$ cat src/rtl/video_pkg.sv
// Shared video definitions: default source geometry, bus widths, upscaler
// FSM encoding and the replication factor encoding.
package video_pkg;

  localparam int VID_SRC_W = 160;
  localparam int VID_SRC_H = 120;
  localparam int ADDR_W    = 19;
  localparam int PIX_W     = 8;
  localparam int REP_W     = 2;

  typedef enum logic [2:0] {
    ST_IDLE   = 3'd0,
    ST_FETCH  = 3'd1,
    ST_WAIT   = 3'd2,
    ST_WRITE  = 3'd3,
    ST_FINISH = 3'd4
  } state_t;

  typedef enum logic {
    FACTOR_2 = 1'b0,
    FACTOR_4 = 1'b1
  } factor_t;

endpackage

$ cat src/rtl/pixel_upscaler_addr_gen.sv
// Destination address generator for the pixel upscaler.
// dst_addr = (sy*F + dy) * (SRC_W*F) + sx*F + dx, built from shifts and adds.
// F is a power of two, so every multiply by F is a shift.
// The multiply by SRC_W is a constant shift-and-add chain.
// The F=4 shift path exists only when UPSCALE_4X_EN is defined.
module upscale_addr_gen
  import video_pkg::*;
#(
  parameter int SRC_W = VID_SRC_W,
  parameter int SX_W  = 8,
  parameter int SY_W  = 7
) (
  input  logic [SX_W-1:0]   sx,
  input  logic [SY_W-1:0]   sy,
  input  logic [REP_W-1:0]  dx,
  input  logic [REP_W-1:0]  dy,
  input  factor_t           factor,
  output logic [ADDR_W-1:0] dst_addr
);

  localparam logic [ADDR_W-1:0] ROW_LEN = ADDR_W'(SRC_W);

  logic [1:0]        fsh;
  logic [ADDR_W-1:0] row;
  logic [ADDR_W-1:0] col;

  // Shift-and-add multiply by the constant source width.
  function automatic logic [ADDR_W-1:0] mul_row_len(input logic [ADDR_W-1:0] v);
    logic [ADDR_W-1:0] acc;
    acc = '0;
    for (int i = 0; i < ADDR_W; i++) begin
      if (ROW_LEN[i]) acc = acc + (v << i);
    end
    return acc;
  endfunction

`ifdef UPSCALE_4X_EN
  assign fsh = (factor == FACTOR_4) ? 2'd2 : 2'd1;
`else
  logic unused_factor;
  assign unused_factor = factor;
  assign fsh = 2'd1;
`endif

  // Destination row/column, then linear address; row length is SRC_W*F.
  always_comb begin
    row      = (ADDR_W'(sy) << fsh) + ADDR_W'(dy);
    col      = (ADDR_W'(sx) << fsh) + ADDR_W'(dx);
    dst_addr = (mul_row_len(row) << fsh) + col;
  end

endmodule

$ cat src/rtl/pixel_upscaler.sv
// Pixel upscaler: reads each source pixel once and writes it as an FxF block
// of replicas into the destination framebuffer (F = 2, or 4 via mode_4x).
// Optional feature macro: UPSCALE_4X_EN enables the F=4 mode; without it
// F is fixed at 2 and mode_4x is ignored.
module pixel_upscaler
  import video_pkg::*;
#(
  parameter int SRC_W = VID_SRC_W,
  parameter int SRC_H = VID_SRC_H
) (
  input  logic              clk,
  input  logic              reset,
  input  logic              start,
  input  logic              mode_4x,
  output logic [ADDR_W-1:0] src_addr,
  input  logic [PIX_W-1:0]  src_data,
  output logic [ADDR_W-1:0] dst_addr,
  output logic [PIX_W-1:0]  dst_data,
  output logic              dst_wren,
  output logic              busy,
  output logic              done
);

  localparam int SX_W = (SRC_W > 1) ? $clog2(SRC_W) : 1;
  localparam int SY_W = (SRC_H > 1) ? $clog2(SRC_H) : 1;
  localparam logic [SX_W-1:0] SX_LAST = SX_W'(SRC_W - 1);
  localparam logic [SY_W-1:0] SY_LAST = SY_W'(SRC_H - 1);

  state_t            state;
  factor_t           factor;
  logic [SX_W-1:0]   sx;
  logic [SY_W-1:0]   sy;
  logic [REP_W-1:0]  dx;
  logic [REP_W-1:0]  dy;
  logic [REP_W-1:0]  nxt_dx;
  logic [REP_W-1:0]  nxt_dy;
  logic [REP_W-1:0]  f_last;
  logic              rep_last;
  logic [ADDR_W-1:0] gen_addr;

`ifdef UPSCALE_4X_EN
  // Latch the replication factor when a frame is accepted.
  always_ff @(posedge clk or negedge reset) begin
    if (!reset) begin
      factor <= FACTOR_2;
    end else if (state == ST_IDLE && start) begin
      factor <= mode_4x ? FACTOR_4 : FACTOR_2;
    end
  end

  assign f_last = (factor == FACTOR_4) ? 2'd3 : 2'd1;
`else
  logic unused_mode;
  assign unused_mode = mode_4x;
  assign factor      = FACTOR_2;
  assign f_last      = 2'd1;
`endif

  // Next replica within the FxF block (raster order, dx fastest); zero outside WRITE
  // so the WAIT->WRITE edge loads the address of replica (0,0).
  always_comb begin
    nxt_dx   = '0;
    nxt_dy   = '0;
    rep_last = 1'b0;
    if (state == ST_WRITE) begin
      rep_last = (dx == f_last) && (dy == f_last);
      if (dx == f_last) begin
        nxt_dx = '0;
        nxt_dy = dy + REP_W'(1);
      end else begin
        nxt_dx = dx + REP_W'(1);
        nxt_dy = dy;
      end
    end
  end

  upscale_addr_gen #(
    .SRC_W (SRC_W),
    .SX_W  (SX_W),
    .SY_W  (SY_W)
  ) u_addr_gen (
    .sx       (sx),
    .sy       (sy),
    .dx       (nxt_dx),
    .dy       (nxt_dy),
    .factor   (factor),
    .dst_addr (gen_addr)
  );

  // Frame sequencer: fetch one source pixel, wait for the RAM, write F*F replicas.
  always_ff @(posedge clk or negedge reset) begin
    if (!reset) begin
      state    <= ST_IDLE;
      src_addr <= '0;
      dst_addr <= '0;
      dst_data <= '0;
      dst_wren <= 1'b0;
      busy     <= 1'b0;
      done     <= 1'b0;
      sx       <= '0;
      sy       <= '0;
      dx       <= '0;
      dy       <= '0;
    end else begin
      case (state)
        ST_IDLE: begin
          if (start) begin
            done     <= 1'b0;
            busy     <= 1'b1;
            src_addr <= '0;
            sx       <= '0;
            sy       <= '0;
            dx       <= '0;
            dy       <= '0;
            state    <= ST_FETCH;
          end
        end
        ST_FETCH: begin
          state <= ST_WAIT;
        end
        ST_WAIT: begin
          dst_data <= src_data;
          dst_addr <= gen_addr;
          dst_wren <= 1'b1;
          dx       <= '0;
          dy       <= '0;
          state    <= ST_WRITE;
        end
        ST_WRITE: begin
          if (rep_last) begin
            dst_wren <= 1'b0;
            if (sx == SX_LAST) begin
              sx <= '0;
              if (sy == SY_LAST) begin
                state <= ST_FINISH;
              end else begin
                sy       <= sy + SY_W'(1);
                src_addr <= src_addr + ADDR_W'(1);
                state    <= ST_FETCH;
              end
            end else begin
              sx       <= sx + SX_W'(1);
              src_addr <= src_addr + ADDR_W'(1);
              state    <= ST_FETCH;
            end
          end else begin
            dx       <= nxt_dx;
            dy       <= nxt_dy;
            dst_addr <= gen_addr;
          end
        end
        ST_FINISH: begin
          busy     <= 1'b0;
          dst_wren <= 1'b0;
          done     <= 1'b1;
          state    <= ST_IDLE;
        end
        default: begin
          state <= ST_IDLE;
        end
      endcase
    end
  end

endmodule
$ cat config.mk
export PLATFORM = sky130hd
export DESIGN_NAME = pixel_upscaler
export DESIGN_NICKNAME = d
export VERILOG_FILES = /design/src/rtl/video_pkg.sv /design/src/rtl/pixel_upscaler_addr_gen.sv /design/src/rtl/pixel_upscaler.sv
export SDC_FILE = /design/constraint.sdc
export NUM_CORES = 1
export LEC_CHECK = 0
export CAP_MARGIN = 25
export CORE_MARGIN = 2
export CORE_UTILIZATION = 46
export DETAILED_ROUTE_END_ITERATION = 8
export HOLD_SLACK_MARGIN = 0.08
export PLACE_DENSITY = 0.68
export SLEW_MARGIN = 15
export SYNTH_ARGS = -nofsm -noshare
export SYNTH_HDL_FRONTEND = slang
export SYNTH_SLANG_ARGS = --single-unit
$ cat constraint.sdc
create_clock -name clk -period 4.9 [get_ports clk]
set_input_delay 1.47 -clock clk [delete_from_list [all_inputs] [get_ports clk]]
set_output_delay 1.47 -clock clk [all_outputs]
set_load 0.005 [all_outputs]
[After elaboration in Yosys (flattened, before gate mapping)]
Cells that the tools add are included.
Word-level totals
  word-level logic and storage cells: 86
  bits of input ports: 12
  register bits: 71
Cells by class
  eq/ne operators: 14
  muxes and demuxes: 37
  reductions and logical operators: 15
  add/sub/neg operators: 9
Operator list (count)
  2-to-1 mux 19 bit: 5
  one-hot mux 19 bit (2 select lines): 2
  2-to-1 mux 7 bit: 4
  2-to-1 mux 8 bit: 3
  adder 19 x 1 -> 19 bit, second input constant: 1
  adder 19 x 10 -> 19 bit: 1
  adder 18 bit: 1
  one-hot mux 8 bit (2 select lines): 1
  2-to-1 mux 2 bit: 7
  one-hot mux 7 bit (2 select lines): 1
  2-to-1 mux 3 bit: 4
  one-hot mux 2 bit (3 select lines): 2
  one-hot mux 3 bit (4 select lines): 1
  adder 9 x 2 -> 10 bit: 1
  adder 8 x 2 -> 9 bit: 1
  adder 8 x 1 -> 8 bit, second input constant: 1
  equality test 8 bit, second input constant: 1
  inequality test 2 bit, second input constant: 4
  AND reduction 2 bit: 4
  adder 7 x 1 -> 7 bit, second input constant: 1
  equality test 7 bit, second input constant: 1
  equality test 3 x 2 -> 1 bit, second input constant: 2
  AND reduction 3 bit: 2
  nonzero test 2 bit: 3
  other kinds (14): 21

[Depth between registers and ports, before layout]
Gate-level depths: netlist of the first run.
  depth in word-level cells: 8
  depth in mapped cells: 17
  gate-level depth less buffers: 16

[Cells and area by module]
From an unflattened synthesis of the first run, not the netlist that was laid out.
Unflattened totals
  cell total of the unflattened synthesis: 427
  area, all modules: 4305.4 sq um
Modules (own cells, without submodules)
  pixel_upscaler: cells each 304, instances 1, area an instance 3374.5 sq um
  upscale_addr_gen: cells each 123, instances 1, area an instance 930.9 sq um

[Least setup slack after synthesis of the first run]
No wires, ideal clock.
  path kind: register to register
  start point: reg state[2]
  end point: reg dst_addr[17]
  library setup time: 128 ps
  cell stages (with the launch flop): 18
  path buffers: 2
  path slack: 1254 ps
  data arrival time: 3518 ps
  cell sequence: dfrtp_1 buf_2 nand2b_1 or2_1 buf_2 nor2_1 ha_1 nand4_2 nor2_1 xor2_1 ha_1 and2_1 a221o_1 o211ai_1 a21oi_1 nor2_1 o32ai_1 mux2_1
Between the ends
  cells in the longest elaborated chain, start to end: 7
  elaborated cells on any way between the ends: 14
RTL lines
  start: declaration: RTL line pixel_upscaler.sv:29  | state_t state;
  start signal: assignment: RTL line pixel_upscaler.sv:93  | state <= ST_IDLE;
  start signal: assignment: RTL line pixel_upscaler.sv:115  | state <= ST_FETCH;
  start signal: assignment: RTL line pixel_upscaler.sv:119  | state <= ST_WAIT;
  equality test 3 x 2 -> 1 bit: RTL line pixel_upscaler.sv:65, pixel_upscaler.sv:105
  2-to-1 mux 2 bit: RTL line pixel_upscaler.sv:65  | if (state == ST_WRITE) begin
  adder 8 x 2 -> 9 bit: RTL line pixel_upscaler_addr_gen.sv:47  | row = (ADDR_W'(sy) << fsh) + ADDR_W'(dy);
  adder 18 bit: RTL line pixel_upscaler_addr_gen.sv:32  | if (ROW_LEN[i]) acc = acc + (v << i);
  adder 19 x 10 -> 19 bit: RTL line pixel_upscaler_addr_gen.sv:49  | dst_addr = (mul_row_len(row) << fsh) + col;
  2-to-1 mux 19 bit: RTL line pixel_upscaler.sv:130  | if (rep_last) begin
  one-hot mux 19 bit (2 select lines): RTL line pixel_upscaler.sv:105  | case (state)
  end signal: assignment: RTL line pixel_upscaler.sv:123  | dst_addr <= gen_addr;
  end signal: assignment: RTL line pixel_upscaler.sv:149  | dst_addr <= gen_addr;
  end: declaration: RTL line pixel_upscaler.sv:17  | output logic [ADDR_W-1:0] dst_addr,
Several ways; a longest one is shown, not always the timed one. The select of a mux whose other input is x is not followed.
A chain may end at the register's enable or synchronous reset.

[Final worst setup path of the first run]
Same ends and word-level chain as after synthesis.

==> results.sh, run 1 <==
export IMPL_status="finished clean"
export IMPL_dr_total_vias=3131
export IMPL_synth_area_leaders="dfrtp_1, xor2_1, ha_1"
export IMPL_post_cts_buffers=0
export IMPL_cap_violations=0
export IMPL_p_leak_nw=2.12
export IMPL_cp_start_kind="flip-flop"
export IMPL_p_per_area_mw_per_mm2=224
export IMPL_fin_ws_ps=794
export IMPL_fillers=821
export IMPL_synth_seq_cells=71
export IMPL_finalPower_mw=1.11
export IMPL_cp_end_kind="flip-flop"
export IMPL_core_mm2=0.00868
export IMPL_start_util_pct=47.0
export IMPL_grt_max_degree=38
export IMPL_syn_area_per_cell_um2=9.69
export IMPL_critical_path_max_fanout=11
export IMPL_worstPathRequired_ps=5190
export IMPL_drive_gt1_share_pct=9.94
export IMPL_cts_path_max_buffers=2
export IMPL_grt_setup_unrepaired="no"
export IMPL_antenna_found_initial=0
export IMPL_hold_ws_ps=481
export IMPL_via_per_inst=5.30
export IMPL_wl_per_cell_um=14.0
export IMPL_cts_sinks=71
export IMPL_async_flop_share_pct=100
export IMPL_ctsRootBufferMaster="clkbuf_8"
export IMPL_die_h_um=98.2
export IMPL_rr_worst_depth=15
export IMPL_syn_to_final_growth_pct=21.5
export IMPL_synth_cells=421
export IMPL_cp_num_cells=15
export IMPL_initialDrtViolationCount=113
export IMPL_yosysTopAreaCellShare_pct=43.5
export IMPL_gp_congestion=0.865
export IMPL_synth_nets=452
export IMPL_dp_slack_ps=796
export IMPL_tightest_slew_ps=833
export IMPL_overflow=0
export IMPL_cts_hold_buf=0
export IMPL_final_min_clock_period_ps=4110
export IMPL_die_area_mm2=0.00964
export IMPL_cp_arrival_ps=4400
export IMPL_diodes=0
export IMPL_fmax_mhz=244
export IMPL_setup_viol=0
export IMPL_final_hold_viol_count=0
export IMPL_fin_setup_tns_ps=0
export IMPL_yosys_warnings=0
export IMPL_yosysUniqueCellTypes=54
export IMPL_clk_latency_ps=350
export IMPL_ir_drop_v=0.000138
export IMPL_tritoncts_num_buffers=9
export IMPL_routed_wirelength_um=8290
export IMPL_slew_violations=0
export IMPL_grt_usage_pct=18.4
export IMPL_fin_crit_sh_pct=83.8
export IMPL_final_nets=509
export IMPL_cpPeakStageDelay_ps=490
export IMPL_port_buffers=59
export IMPL_synth_edf_count=0
export IMPL_cpLargestDelayFamily="simple AND/OR/NAND/NOR gates"
export IMPL_cts_resized=0
export IMPL_ctsHtreeMaxLevel=3
export IMPL_seq_area_frac_synth_pct=43.5
export IMPL_slew_headroom_pct=44.3
export IMPL_synth_ff_type="dfrtp_1"
export IMPL_ios=61
export IMPL_synthTopCellsByCount="dfrtp_1, nand2_1, o21ai_0"
export IMPL_dpl_hpwl_um=6010
export IMPL_syn_cell_area_mm2=0.00408
export IMPL_fin_skew_ps=10.7
export IMPL_path_buf_inv=0
export IMPL_path_clk_slew_ps=80
export IMPL_final_util_pct=57.1
export IMPL_grt_pass1_wl_um=14600
export IMPL_worst_path_max_delay_cell="dfrtp_1"
export IMPL_synth_most_common_cell="dfrtp_1"
export IMPL_num_rows=34
export IMPL_cts_tree="built"
export IMPL_synth_area_leader_cell="dfrtp_1"
export IMPL_drt_drc_violations_left=0
export IMPL_hold_path_class="reg2reg"
export IMPL_crit_path_frequent_cell="nor2_1"
export IMPL_min_path_cells=2
export IMPL_fp_dieW_um=98.2
export IMPL_antenna_left=0
export IMPL_crit_chain="nand2b_1 -> or2_1 -> nor2_1 -> ha_1 -> nand4_2 -> nor2_1 -> xor2_1 -> ha_1 -> and2_1 -> a221o_1 -> nor2_1 -> xnor2_1 -> nand4_1 -> o32ai_1 -> mux2_1"
export IMPL_dr_pass1_iters=4
export IMPL_grt_pass1_vias=3130
export IMPL_worstSetupPathType="reg2reg"
through the flow:
step / area, µm² / cells
after floorplan: 4080 / 421
after global placement: 4730 / 574
after detailed placement: 4750 / 575
after CTS: 4960 / 591
after global routing: 4960 / 591
final: 4960 / 591
registers in the layout (all words and copies together), names as in the netlist, 2 cells and up:
register / count
sy: 7
dst_addr: 19
src_addr: 19
dx: 2
dst_data: 8
dy: 2
state: 3
sx: 8
final timing paths:
path | start | to | slack [ps]
worst max register to register | state[2] | dst_addr[17] | 790
min in group asynchronous | reset | src_addr[12] | 1200
max in group asynchronous | reset | sy[5] | 2730
worst max-delay path | state[2] | dst_addr[17] | 790
worst min register to register | dst_addr[9] | dst_addr[9] | 480
worst min-delay path | dst_addr[9] | dst_addr[9] | 480
layout by cell type, fill, tap and decap left out, types with 2 or more instances in the layout:
cell	synthesis	layout
nor3b_1	2	2
ha_1	18	18
nand3_1	12	12
buf_4	0	2
nand4_2	5	5
and3_1	11	11
a21oi_1	20	20
inv_1	13	13
nor2b_1	4	4
nand2b_1	5	5
o21ai_0	37	37
and2_1	7	7
mux2_2	12	12
clkinv_2	0	2
and3b_1	2	2
nand2_1	49	49
nor2_1	36	35
clkdlybuf4s50_1	0	58
nor3_1	4	3
xor2_1	28	28
a221oi_1	2	2
or3_1	9	9
dfrtp_1	71	71
clkbuf_8	0	12
xnor2_1	15	15
and4_1	2	2
a21o_1	2	2
nor2_2	1	2
nand4_1	10	10
nor2_4	2	2
a22o_1	2	2
tightest hold or removal path: cells and delay by family (launching register included):
family | cells | cell delay [ps]
flip-flops | 1 | 340
AO/OA/AOI/OAI | 1 | 60
AND/OR/NAND/NOR | 1 | 50
where the power goes:
part	switching, mW	internal, mW
registers	0.00171	0.589
logic	0.0152	0.0150
clock network	0.215	0.276
total	0.232	0.880
metal layers:
metal  track usage [%]  share of wire [%]  up-vias
li1                  -                  -     1580
met1              24.6                 47     1461
met2              29.1                 45       79
met3              4.37                5.9       11
met4              7.48                1.5        0
met5                 0                  0        -
logic make-up (layout without fill, tap and decap cells):
group | Yosys count | after routing | synth area share, %
buffers and inverters | 29 | 91 | 3.37
flip-flops | 71 | 71 | 43.5
AND/OR/NAND/NOR | 167 | 167 | 22.2
multiplexers | 14 | 14 | 3.83
AO/OA/AOI/OAI | 77 | 77 | 11.4
adder cells (fa/ha/maj) | 19 | 19 | 6.01
XOR/XNOR | 44 | 44 | 9.63
area by class of cell:
| cell class | count | area [µm²] | area share [%] |
|---|---|---|---|
| repair buffers | 62 | 616 | 12.4 |
| clock inverters | 3 | 40.0 | 0.807 |
| flip-flops and latches | 71 | 1780 | 35.8 |
| inverters | 13 | 48.8 | 0.984 |
| multi-input cells | 321 | 2170 | 43.8 |
| clock buffers | 13 | 169 | 3.41 |
| well taps | 108 | 135 | 2.73 |
No activity file was read; power rests on OpenSTA's default activity.
==> run 2, diff against run 1 <==
==> constraint.sdc (replaced) <==
create_clock -name clk -period 4.3 [get_ports clk]
set_input_delay 1.29 -clock clk [delete_from_list [all_inputs] [get_ports clk]]
set_output_delay 1.29 -clock clk [all_outputs]
set_load 0.005 [all_outputs]
==> run 2 against run 1 <==
Compared with the run above: core utilization grew 0.27 points; highest routed layer unchanged; critical path depth unchanged; largest power group unchanged; sequential cell count stayed put; die area stayed put; critical path type unchanged.
==> results.sh, run 2 (synthesis gave the netlist of run 1 again) <==
export IMPL_core_mm2=0.00868
export IMPL_combPwrFrac_pct=2.7
export IMPL_setup_viol=0
export IMPL_place_area_mm2=0.00477
export IMPL_ios=61
export IMPL_top_regs="dst_addr x19, src_addr x19"
export IMPL_slew_violations=0
export IMPL_tightest_slew_ps=902
export IMPL_cap_violations=0
export IMPL_cp_end_kind="flip-flop"
export IMPL_finalPower_mw=1.28
export IMPL_design_area_mm2=0.00498
export IMPL_port_buffers=59
export IMPL_post_cts_buffers=0
export IMPL_overflow=0
export IMPL_maxUsedRoutingLayer="met4"
export IMPL_pwr_share_clk_pct=44.8
export IMPL_ctsRootBufferMaster="clkbuf_8"
export IMPL_worstPathRequired_ps=4580
export IMPL_fin_crit_sh_pct=93.5
export IMPL_ir_drop_v=0.000154
export IMPL_cts_hold_buf=0
export IMPL_slew_headroom_pct=39.8
export IMPL_grt_setup_unrepaired="no"
export IMPL_antenna_found_initial=0
export IMPL_cts_path_max_buffers=2
export IMPL_intPower_mw=1.01
export IMPL_cts_tree="built"
export IMPL_syn_to_final_growth_pct=22.1
export IMPL_ctsHtreeMaxLevel=3
export IMPL_cts_resized=0
export IMPL_hold_path_class="reg2reg"
export IMPL_dr_total_vias=3185
export IMPL_fp_dieW_um=98.2
export IMPL_cp_arrival_ps=4290
export IMPL_mostFrequentLayoutCells="dfrtp_1, clkdlybuf4s50_1, nand2_1"
export IMPL_initialDrtViolationCount=117
export IMPL_fillers=788
export IMPL_final_min_clock_period_ps=4020
export IMPL_tritoncts_num_buffers=9
export IMPL_wl_met1_um=3930
export IMPL_grt_max_degree=33
export IMPL_grt_pass1_vias=3123
export IMPL_status="finished clean"
export IMPL_critical_path_max_fanout=7
export IMPL_via_per_inst=5.36
export IMPL_mostFrequentLayoutCell="dfrtp_1"
export IMPL_fin_skew_ps=10.4
export IMPL_clk_latency_ps=350
export IMPL_gp_congestion=0.873
export IMPL_drt_drc_violations_left=0
export IMPL_path_clk_slew_ps=80
export IMPL_power_switching_mw=0.271
export IMPL_final_util_pct=57.4
export IMPL_wl_per_cell_um=13.9
export IMPL_antenna_left=0
export IMPL_fin_setup_tns_ps=0
export IMPL_met3_wirelength_um=384
export IMPL_seq_power_share_pct=52.5
export IMPL_die_h_um=98.2
export IMPL_drive_gt1_share_pct=10.7
export IMPL_cts_sinks=71
export IMPL_p_per_area_mw_per_mm2=257
export IMPL_fmax_mhz=249
export IMPL_diodes=0
export IMPL_dr_pass1_iters=4
export IMPL_worstSetupPathType="reg2reg"
export IMPL_grt_pass1_wl_um=14400
export IMPL_grt_usage_pct=18.0
export IMPL_num_rows=34
export IMPL_cp_start_kind="flip-flop"
export IMPL_start_util_pct=47.0
export IMPL_final_hold_viol_count=0
export IMPL_routed_wirelength_um=8280
export IMPL_dpl_hpwl_um=6040
export IMPL_wl_met2_um=3840
export IMPL_die_area_mm2=0.00964
export IMPL_swShare_pct=21.2
export IMPL_final_nets=513
export IMPL_p_leak_nw=2.13
run 2: changes by cell type in the layout (fill, tap and decap cells not counted), sizes merged:
cell      before  now
buf            4    8
clkbuf        13    9
bufinv         1    2
clkinv         2    3
clkinvlp       0    1
run 2: power groups by stage:
stage	Combinational, mW	Sequential (mW)	Clock, mW
floorplan	0.00379	0.686	0
global placement	0.0359	0.686	0
detailed placement	0.0365	0.686	0
CTS	0.0367	0.673	0.591
global route	0.0403	0.673	0.611
finish	0.0352	0.673	0.574
run 2: through the flow:
stage	std cells	setup WS [ps]	hold WS, ps
after global placement	579	393	461
after detailed placement	579	328	470
final	594	281	480
after CTS	594	288	486
after global routing	594	0.937	512
after floorplan	421	654	471
run 2: routing by layer:
metal	GRT usage, %	vias up
met5	0	-
met4	6.11	0
met3	3.87	12
met2	28.8	71
met1	24.4	1512
li1	-	1590
run 2: final timing paths:
kind | from | end | slack [ps] | cells past startpoint
setup reg to reg | dx[0] | dst_addr[17] | 280 | 15
hold reg to reg | dst_addr[12] | dst_addr[12] | 480 | 2
hold / removal | dst_addr[12] | dst_addr[12] | 480 | 2
min in group asynchronous | reset | src_addr[13] | 840 | 1
max in group asynchronous | reset | sy[5] | 2700 | 2
setup / recovery | dx[0] | dst_addr[17] | 280 | 15
run 2: layout make-up:
cell class / count / area [µm²] / share of cell area (%)
Multi-Input combinational cell: 321 / 2170 / 43.6
Sequential cell: 71 / 1780 / 35.7
Timing Repair Buffer: 66 / 638 / 12.8
Tap cell: 108 / 135 / 2.71
Clock buffer: 9 / 124 / 2.49
Clock inverter: 6 / 86.3 / 1.73
Inverter: 13 / 48.8 / 0.979
run 2: critical path: stages, from the launching register on:
cell	delay, ps
dfrtp_1	440
nor2b_1	290
mux2_2	370
nor2_1	170
ha_1	220
nand4_2	180
nor2_1	160
xor2_1	230
ha_1	310
and2_1	170
a221o_1	330
nor2_1	140
xnor2_1	230
nand4_1	220
o32ai_1	320
mux2_1	180
